### src/rtl/bcd_serial_rx.sv
// bcd_serial_rx: assembles strobed serial bits into BCD digits, flags illegal/framing/overrun, presents D/C/B/A via valid/ready.
module bcd_serial_rx #(
    parameter bit MSB_FIRST    = 1'b1,
    parameter bit DROP_INVALID = 1'b1
) (
    input  logic clk,
    input  logic rst_n,
    input  logic sdi,
    input  logic sdi_vld,
    input  logic sdi_sof,
    input  logic dig_rdy,
    output logic dig_vld,
    output logic D,
    output logic C,
    output logic B,
    output logic A,
    output logic err_illegal,
    output logic err_framing,
    output logic err_overrun
);
    typedef enum logic {IDLE, SHIFT} state_t;
    state_t state, nxt_state;
    logic [1:0] bcnt, nxt_bcnt;
    logic [3:0] sreg, nxt_sreg, shifted;
    logic done, framing, illegal, accept, load, overrun, nxt_vld;
    assign shifted = MSB_FIRST ? {sreg[2:0], sdi} : {sdi, sreg[3:1]};
    always_ff @(posedge clk or negedge rst_n) begin
        if (!rst_n) begin
            state <= IDLE;
            bcnt  <= 2'd0;
            sreg  <= 4'd0;
        end else begin
            state <= nxt_state;
            bcnt  <= nxt_bcnt;
            sreg  <= nxt_sreg;
        end
    end
    always_comb begin
        nxt_state = state;
        nxt_bcnt  = bcnt;
        nxt_sreg  = sreg;
        if (sdi_vld && sdi_sof) begin
            nxt_state = SHIFT;
            nxt_bcnt  = 2'd1;
            nxt_sreg  = MSB_FIRST ? {3'd0, sdi} : {sdi, 3'd0};
        end else if (sdi_vld && state == SHIFT) begin
            nxt_sreg  = shifted;
            nxt_bcnt  = bcnt + 2'd1;
            nxt_state = (bcnt == 2'd3) ? IDLE : SHIFT;
        end
    end
    always_comb begin
        done    = sdi_vld && !sdi_sof && state == SHIFT && bcnt == 2'd3;
        framing = sdi_vld && (sdi_sof ? state == SHIFT : state == IDLE);
        illegal = done && shifted > 4'd9;
        accept  = done && !(illegal && DROP_INVALID);
        load    = accept && (!dig_vld || dig_rdy);
        overrun = accept && dig_vld && !dig_rdy;
        nxt_vld = load || (dig_vld && !dig_rdy);
    end
    always_ff @(posedge clk or negedge rst_n) begin
        if (!rst_n) begin
            dig_vld      <= 1'b0;
            {D, C, B, A} <= 4'd0;
            err_illegal  <= 1'b0;
            err_framing  <= 1'b0;
            err_overrun  <= 1'b0;
        end else begin
            dig_vld     <= nxt_vld;
            err_illegal <= illegal;
            err_framing <= framing;
            err_overrun <= overrun;
            if (load)
                {D, C, B, A} <= shifted;
        end
    end
endmodule
### config.mk
export PLATFORM = sky130hd
export DESIGN_NAME = bcd_serial_rx
export DESIGN_NICKNAME = d
export VERILOG_FILES = /design/src/rtl/bcd_serial_rx.sv
export SDC_FILE = /design/constraint.sdc
export NUM_CORES = 1
export LEC_CHECK = 0
export BUFFER_PORTS_ARGS = -buffer_cell sky130_fd_sc_hd__clkbuf_2
export CORE_UTILIZATION = 45
export CTS_CLUSTER_DIAMETER = 120
export DETAILED_ROUTE_END_ITERATION = 8
export MAX_ROUTING_LAYER = met4
export PLACE_DENSITY = 0.77
export SLEW_MARGIN = 15
export SYNTH_ARGS = -nofsm -noshare
export SYNTH_HDL_FRONTEND = slang
export SYNTH_SLANG_ARGS = --single-unit
### constraint.sdc
create_clock -name clk -period 1.6 [get_ports clk]
set_clock_uncertainty 0.05 [all_clocks]
set_input_delay 0.32 -clock clk [delete_from_list [all_inputs] [get_ports clk]]
set_output_delay 0.32 -clock clk [all_outputs]
set_load 0.01 [all_outputs]
# Word-level counts from Yosys, hierarchy flattened
# Index checks and enable logic that the tools add are counted.
# word_totals
mem_count	0
wordCells	42
reg_bits	14
romBits	0
in_bits	6
ramBits	0
latchBits	0
out_inout_bits	8
# op_classes
addsub	1
n_mul	0
bitwise	1
mux	8
eq_ne	1
order_cmp	1
shift	0
n_reduce_logical	19
div	0
# op_table
operator	count
$logic_and A1 B1 Y1	12
$mux W3	2
$gt A4 B4 Y1 const B	1
$logic_not A1 Y1	4
$mux W1	4
$mux W2	2
$add A2 B1 Y2 const B	1
$eq A2 B2 Y1 const B	1
$logic_or A1 B1 Y1	2
$reduce_bool A2 Y1	1
$not A1 Y1	1

# Depth between registers and ports, before layout
# Gate-level depths: netlist (run 1).
# logic_depth
word_depth	9
depth_mapped	4
mapped_depth_nobuf	4

# Worst setup path before layout (run 1)
# No wires, ideal clock.
# synth_path
path_kind	reg-to-reg
start	register bcnt[0]
end	register A
t_arrival_ns	1.165
slack_ns	0.260
n_path_buf	0
period_less_slack_ns	1.340
path_stages_with_launch	5
required_time_ns	1.425
setup_ns	0.125
path_cell_list	dfrtp_1 -> ha_1 -> and4b_1 -> nand3_2 -> mux2_4
# synth_via
elab_chain_len	6
# synth_rtl
item	line	rtl
from (decl)	23	logic [1:0] bcnt, nxt_bcnt;
from (signal assigned)	34	bcnt <= nxt_bcnt;
$eq A2 B2 Y1 *	53	done = sdi_vld && !sdi_sof && state == SHIFT && bcnt == 2'd3;
$logic_and A1 B1 Y1 *	53	
$logic_and A1 B1 Y1	55	illegal = done && shifted > 4'd9;
$logic_not A1 Y1	56	accept = done && !(illegal && DROP_INVALID);
$logic_and A1 B1 Y1 *	56	
$logic_and A1 B1 Y1 *	57	load = accept && (!dig_vld || dig_rdy);
to (signal assigned)	74	{D, C, B, A} <= shifted;
to (decl)	16	output logic A,
# Every way passes the cells marked *; elsewhere a longest branch is shown, timed or not.
# A chain may end at the register's enable or synchronous reset.

# Worst setup path after layout (run 1)
# Same ends and word-level chain as after synthesis.

==> results of run 1 <==
## power groups by stage
stage                     Clock (mW)  Sequential, mW  Combinational (mW)
final                          0.247           0.578               0.410
after global routing           0.273           0.599               0.472
after CTS                      0.253           0.579               0.414
after detailed placement           0           0.585               0.409
after global placement             0           0.580               0.400
after floorplan                    0           0.586               0.278
## kinds of logic after synthesis
group	count (synthesis)	share of synthesized area, %
AND/OR/NAND/NOR	19	16.3
AO/OA/AOI/OAI	16	18.6
flip-flops	14	53.0
buffers and inverters	6	4.92
multiplexers	2	3.98
XOR/XNOR	1	1.33
adder cells (fa/ha/maj)	1	1.89
## registers in the layout (all words and copies together), names as in the netlist
register	count
C	1
err_overrun	1
err_illegal	1
err_framing	1
sreg	3
bcnt	2
state	1
dig_vld	1
B	1
D	1
A	1
## timing repair
item	CTS	global route
hold buffers	1	0
setup buffers	0	0
hold endpoints to repair	14	0
## final cells by class
type	count	area, um2
multi-input combinational	39	278
sequential	14	350
clock buffer	4	36.3
inverter	3	11.3
timing repair buffer	15	82.6
tap	15	18.8
fill	120	557
## how the worst max path moves through the flow
stage                        from  end  slack (ns)  cells past startpoint
after global placement    bcnt[0]    A        0.24                      4
final                     bcnt[0]    A        0.20                      4
after global routing      bcnt[0]    B        0.13                      4
after CTS                 bcnt[0]    A        0.20                      4
after detailed placement  sdi_vld    A        0.20                      4
after floorplan           bcnt[0]    A        0.26                      4
## routing by layer
layer  up-vias  share of wire (%)  wire length [um]  global-route usage (%)
met4         0               0.74                 8                    7.50
met3         2                3.8                41                    3.33
met1       217                 47               505                    21.3
li1        244                  -                 -                       -
met2        11                 49               531                    30.2
met5         -                  0                 0                       -
## through the flow
step                      instance area (um2)  power (mW)  utilization (%)  hold slack (ns)  std cells
after CTS                                 777        1.25             58.3            0.242         90
after floorplan                           661       0.863                -          -0.0256         59
after global routing                      777        1.34             58.3            0.237         90
after detailed placement                  731       0.994             54.8            0.190         85
final                                     777        1.23             58.3            0.248         90
after global placement                    731       0.980             54.8            0.185         85
## Yosys cell counts, types with 2 or more instances
master / instances / share of area (%)
o22ai_1: 3 / 2.8
dfrtp_1: 14 / 53
a2bb2oi_1: 2 / 2.7
a21oi_1: 2 / 1.5
o21a_1: 4 / 4.5
nor2_1: 5 / 2.8
nand3_1: 4 / 3.0
inv_1: 3 / 1.7
nand2_1: 3 / 1.7
buf_2: 2 / 1.5
==> qor.csv, run 1 <==
metric,value,unit
routabilityCongestion,0.782,
rows,13,
switching_share,33.2,%
max_stage_delay,0.41,ns
die_w,40.3,um
crit_arrival,1.51,ns
final_cell_mix,"dfrtp_1, clkbuf_2, nor2_1",
dp_slack,0.203,ns
grt_pass1_wl,1.86,mm
p_seq_share,46.8,%
cp_max_fo,4,
p_leak,0.362,nW
dieArea,0.00163,mm2
ys_seq_elements,14,
ant_nets,0,
reg2reg_depth,4,
cts_buffers,3,
drive_gt1_share,32.0,%
slew_headroom,77.8,%
period_share,87.5,%
crit_buf_inv,0,
path_clk_slew,0.08,ns
critPathLaunchType,register,
ir_drop,0.724,mV
slowest_stage,dfrtp_1,
ys_types,27,
rrSetupSlack,0.20,ns
antenna_found_initial,0,
clockRootBuffer,clkbuf_4,
grt_overflow,0,
pwr-share-clk,20.0,%
period_minus_slack,1.40,ns
rr_endpoint,A,
worstReg2RegStart,bcnt[0],
maxSlewViolCount,0,
synth_flop_cell,dfrtp_1,
setup_viol,0,
io_pins,14,
p_per_area,1590,mW/mm2
io_buffers,13,
worst-setup-path-type,register to register,
hp-class,input port to register,
grt_max_degree,15,
first_pass_iters,3,
internal_power,0.825,mW
syn_avg_cell_area,11.2,um2
setup-tns-final,0,ns
cap_violations,0,
grt.total_usage,18.1,%
synthArstFlopShare,100,%
finalNetCount,83,
cts_max_path_buffers,2,
clk_latency,0.27,ns
cts_sinks,14,
grt_pass1_vias,445,
crit_family,flip-flops,
vias,474,
routed_wl,1.09,mm
dieHeight,40.3,um
hold_end,sreg[0],
status,"complete, no violations",
hold_depth,2,
htreeDepth,1,
power_frac_comb,33.2,%
vias_per_cell,5.27,
cts_tree,done,
cts-resized-gates,0,
drt_iter0_markers,3,
netlist_area,661,um2
p_sw,0.410,mW
hold_viol,0,
cp_data_required_time,1.71,ns
rsz0062_at_grt,false,
seq_area_frac_synth,53.0,%
synth_edf_count,0,
synthesis.nets,66,
setup_slack,0.199,ns
min_from,sdi,
cp-end-kind,register,
synthCells,59,
max_freq,714,MHz
wl_per_cell,12.1,um
fp.coreArea,0.00133,mm2
diodes,0,
initial_core_util,49.5,%
layout_commonest_cell,dfrtp_1,
path_cells,"ha_1, and4b_1, nand3_2, mux2_4",
synthToLayoutAreaGrowth,17.6,%
yosysWarnings,0,
drcViolationCount,0,
tightest_slew,0.333,ns
(Power assumes the default switching activity.)
==> run 2: changes to the inputs <==
REMOVE_ABC_BUFFERS = 1   (was not set)
==> run 2 against run 1 <==
Utilization increased by 0.56 points; via count decreased by 1.9%; sequential cell count unchanged; register-to-register slack about the same; fmax decreased by 0.99%; combinational power increased by 1%; sequential share of layout area decreased by 0.43 points; largest cell class unchanged; highest routed layer is now met3.
==> qor.csv, run 2 (synthesized netlist as in run 1, its figures left out) <==
metric,value,unit
rsz0062_at_grt,false,
rows,13,
setup-tns-final,0,ns
max_stage_delay,0.42,ns
regMostFlops,sreg,
seqCellArea,350,um2
instances_no_fill,91,
hold_buffers,1,
die_w,40.3,um
routed_wl,1.12,mm
path_depth,4,
dieHeight,40.3,um
hpwl,819,um
io_pins,14,
ant_nets,0,
fp.coreArea,0.00133,mm2
grt_max_degree,15,
crit_family,flip-flops,
hp-class,input port to register,
cts_tree,done,
cp-end-kind,register,
slew_headroom,76.9,%
crit_arrival,1.53,ns
cts-resized-gates,0,
crit_buf_inv,0,
drcViolationCount,0,
hold_depth,2,
setup_viol,0,
hold_viol,0,
initial_core_util,49.5,%
drive_gt1_share,32.9,%
post-route-util,58.8,%
path_clk_slew,0.09,ns
p_leak,0.367,nW
clockRootBuffer,clkbuf_4,
dieArea,0.00163,mm2
ir_drop,0.690,mV
synthToLayoutAreaGrowth,18.7,%
status,"complete, no violations",
first_pass_iters,4,
slowest_stage,dfrtp_1,
grt_pass1_wl,1.79,mm
cts_setup_buffers,0,
grt.total_usage,17.9,%
wl_per_cell,12.4,um
antenna_found_initial,0,
drt_iter0_markers,4,
cts_sinks,14,
max_freq,707,MHz
p_per_area,1590,mW/mm2
grt_pass1_vias,408,
path_cells,"ha_1, and4b_1, nand3_2, mux2_4",
reg2reg_depth,4,
grt_overflow,0,
finalNetCount,84,
largest_reg_flops,3,
clk_latency,0.28,ns
critPathLaunchType,register,
reg.largest.list,"sreg: 3 flops, bcnt: 2 flops",
worst-setup-path-type,register to register,
io_buffers,13,
fillers,113,
period_minus_slack,1.41,ns
htreeDepth,1,
final_cell_mix,"dfrtp_1, clkbuf_2, nor2_1",
cp_max_fo,4,
layout_commonest_cell,dfrtp_1,
routabilityCongestion,0.766,
cap_violations,0,
maxSlewViolCount,0,
place_inst,86,
cp_data_required_time,1.72,ns
tightest_slew,0.346,ns
multi_input_area,278,um2
diodes,0,
period_share,88.4,%
vias,465,
vias_per_cell,5.11,
cts_max_path_buffers,2,
holdWs,0.259,ns
cts_buffers,3,
[run 2: cell types whose count changed in the layout (fill, tap and decap cells not counted), sizes merged]
cell	change
buf	+1
[run 2: layout make-up]
class	instances	share of cell area [%]
multi-input cells	39	35.4
inverters	3	1.44
repair buffers	16	11.5
well taps	15	2.39
clock buffers	4	4.63
flip-flops and latches	14	44.7
[run 2: power by group]
| part | total [mW] | switching [mW] | internal [mW] |
|---|---|---|---|
| Sequential | 0.581 | 0.115 | 0.466 |
| Combinational | 0.414 | 0.192 | 0.223 |
| Clock | 0.252 | 0.114 | 0.138 |
| Total | 1.25 | 0.421 | 0.827 |
[run 2: layer usage]
layer | wire, um | vias up | track usage (%) | share of wire, %
li1 | - | 243 | - | -
met1 | 578 | 208 | 23.6 | 51
met2 | 497 | 14 | 24.6 | 44
met3 | 47 | 0 | 6.67 | 4.2
met4 | 0 | 0 | 7.50 | 0
met5 | 0 | - | - | 0
[run 2: stage by stage]
step	setup WS, ns	power [mW]	area (um2)
after global placement	0.240	0.988	738
after floorplan	0.260	0.846	639
final	0.185	1.25	785
after CTS	0.196	1.26	785
after detailed placement	0.209	1.00	738
after global routing	0.0947	1.35	785
[run 2: final timing paths]
kind	start	to	slack, ns
min in group asynchronous	rst_n	dig_vld	0.42
min	sdi	A	0.26
max in group asynchronous	rst_n	bcnt[1]	0.82
min reg2reg	D	D	0.46
max reg2reg	bcnt[0]	A	0.19
max	bcnt[0]	A	0.19
==> run 3: changes to the inputs <==
PLACE_DENSITY = 0.68   (was 0.77)
==> run 3 against run 2 <==
Fmax is 0.84% higher; cell count unchanged; utilization did not move; sequential share of layout area unchanged; global-route usage shrank 0.44 points; die area is the same; count of clock-buffer cells in the layout unchanged; power down 0.52%; wire length is 0.89% lower; critical endpoint unchanged; sequential power barely moved; setup slack improved by 0.012 ns.
==> qor.csv, run 3 (synthesized netlist as in run 1, its figures left out) <==
metric,value,unit
status,"complete, no violations",
initial_core_util,49.5,%
dieHeight,40.3,um
grt.total_usage,17.5,%
hpwl,825,um
rows,13,
setup-tns-final,0,ns
dieArea,0.00163,mm2
hold_viol,0,
grt_max_degree,15,
slew_headroom,76.6,%
layout_commonest_cell,dfrtp_1,
period_share,87.7,%
p_leak,0.367,nW
power_frac_comb,33.1,%
cap_violations,0,
p_sw,0.415,mW
period_minus_slack,1.40,ns
fin_total_pwr,1.24,mW
seqCellArea,350,um2
grt_pass1_vias,433,
internal_power,0.827,mW
die_w,40.3,um
ir_drop,0.718,mV
rrSetupSlack,0.20,ns
routabilityCongestion,0.743,
instances_no_fill,91,
reg.largest.list,"sreg: 3 flops, bcnt: 2 flops",
rsz0062_at_grt,false,
ant_nets,0,
reg2reg_depth,4,
hold_end,A,
htreeDepth,1,
synthToLayoutAreaGrowth,18.7,%
rr_endpoint,A,
hp-class,input port to register,
min_from,sdi,
io_buffers,13,
multi_input_area,278,um2
drive_gt1_share,32.9,%
cp_data_required_time,1.72,ns
cts_max_path_buffers,2,
antenna_found_initial,0,
wl_per_cell,12.2,um
p_per_area,1580,mW/mm2
pwr-share-clk,20.2,%
crit_arrival,1.52,ns
drcViolationCount,0,
vias,477,
worstReg2RegStart,bcnt[0],
max_freq,713,MHz
maxSlewViolCount,0,
io_pins,14,
cts_sinks,14,
place_inst,86,
largest_reg_flops,3,
cts_tree,done,
first_pass_iters,2,
worst-setup-path-type,register to register,
cts_buffers,3,
fillers,115,
cp_max_fo,4,
regMostFlops,sreg,
final_cell_mix,"dfrtp_1, clkbuf_2, nor2_1",
grt_pass1_wl,1.70,mm
p_seq_share,46.7,%
clk_latency,0.28,ns
clockRootBuffer,clkbuf_4,
dp_slack,0.212,ns
tightest_slew,0.351,ns
cp-end-kind,register,
routed_wl,1.11,mm
path_clk_slew,0.08,ns
post-route-util,58.8,%
setup_viol,0,
finalNetCount,84,
hold_depth,2,
grt_overflow,0,
switching_share,33.4,%
cts_setup_buffers,0,
critPathLaunchType,register,
setup_slack,0.197,ns
vias_per_cell,5.24,
drt_iter0_markers,5,
diodes,0,
fp.coreArea,0.00133,mm2
==> run 3: cell counts in the layout (fill, tap and decap cells not counted) <==
Identical to the previous run, type by type.
==> run 3: cell type report <==
cell class                 instances  area share (%)
clock buffer                       4            4.63
inverter                           3            1.44
multi-input combinational         39            35.4
sequential                        14            44.7
tap                               15            2.39
timing repair buffer              16            11.5
==> run 3: layer usage <==
metal  up-vias  track usage [%]  part of all wire [%]
li1        246                -                     -
met1       214             20.6                    50
met2        13             25.4                    43
met3         4             6.67                   5.0
met4         0             10.0                   1.9
met5         -                -                     0
==> run 3: timing repair <==
| action | in CTS | in global routing |
|---|---|---|
| endpoints found under the hold margin | 14 | 0 |
| hold buffers | 1 | 0 |
| gates resized for setup | 0 | 0 |
==> run 3: worst max-delay path: stages, from the launching register on <==
cell     delay, ns
dfrtp_1       0.41
ha_1          0.23
and4b_1       0.23
nand3_2       0.08
mux2_4        0.29
==> run 3: how the worst max path moves through the flow <==
stage,end,from,cells after the start,slack [ns]
3_5_place_dp,A,bcnt[0],4,0.21
6_report,A,bcnt[0],4,0.20
5_1_grt,A,bcnt[0],4,0.15
3_3_place_gp,A,bcnt[0],4,0.24
2_1_floorplan,A,bcnt[0],4,0.26
4_1_cts,A,bcnt[0],4,0.20
==> run 3: power groups by stage <==
stage | Sequential (mW) | Clock (mW) | Combinational, mW
after CTS | 0.581 | 0.257 | 0.416
final | 0.580 | 0.251 | 0.411
after floorplan | 0.607 | 0 | 0.238
after detailed placement | 0.587 | 0 | 0.413
after global routing | 0.594 | 0.280 | 0.466
after global placement | 0.582 | 0 | 0.406
==> run 3: per-stage QoR <==
stage | hold WS [ns] | instance area, um2
final | 0.243 | 785
after global routing | 0.239 | 785
after global placement | 0.188 | 738
after detailed placement | 0.193 | 738
after floorplan | -0.0256 | 639
after CTS | 0.238 | 785
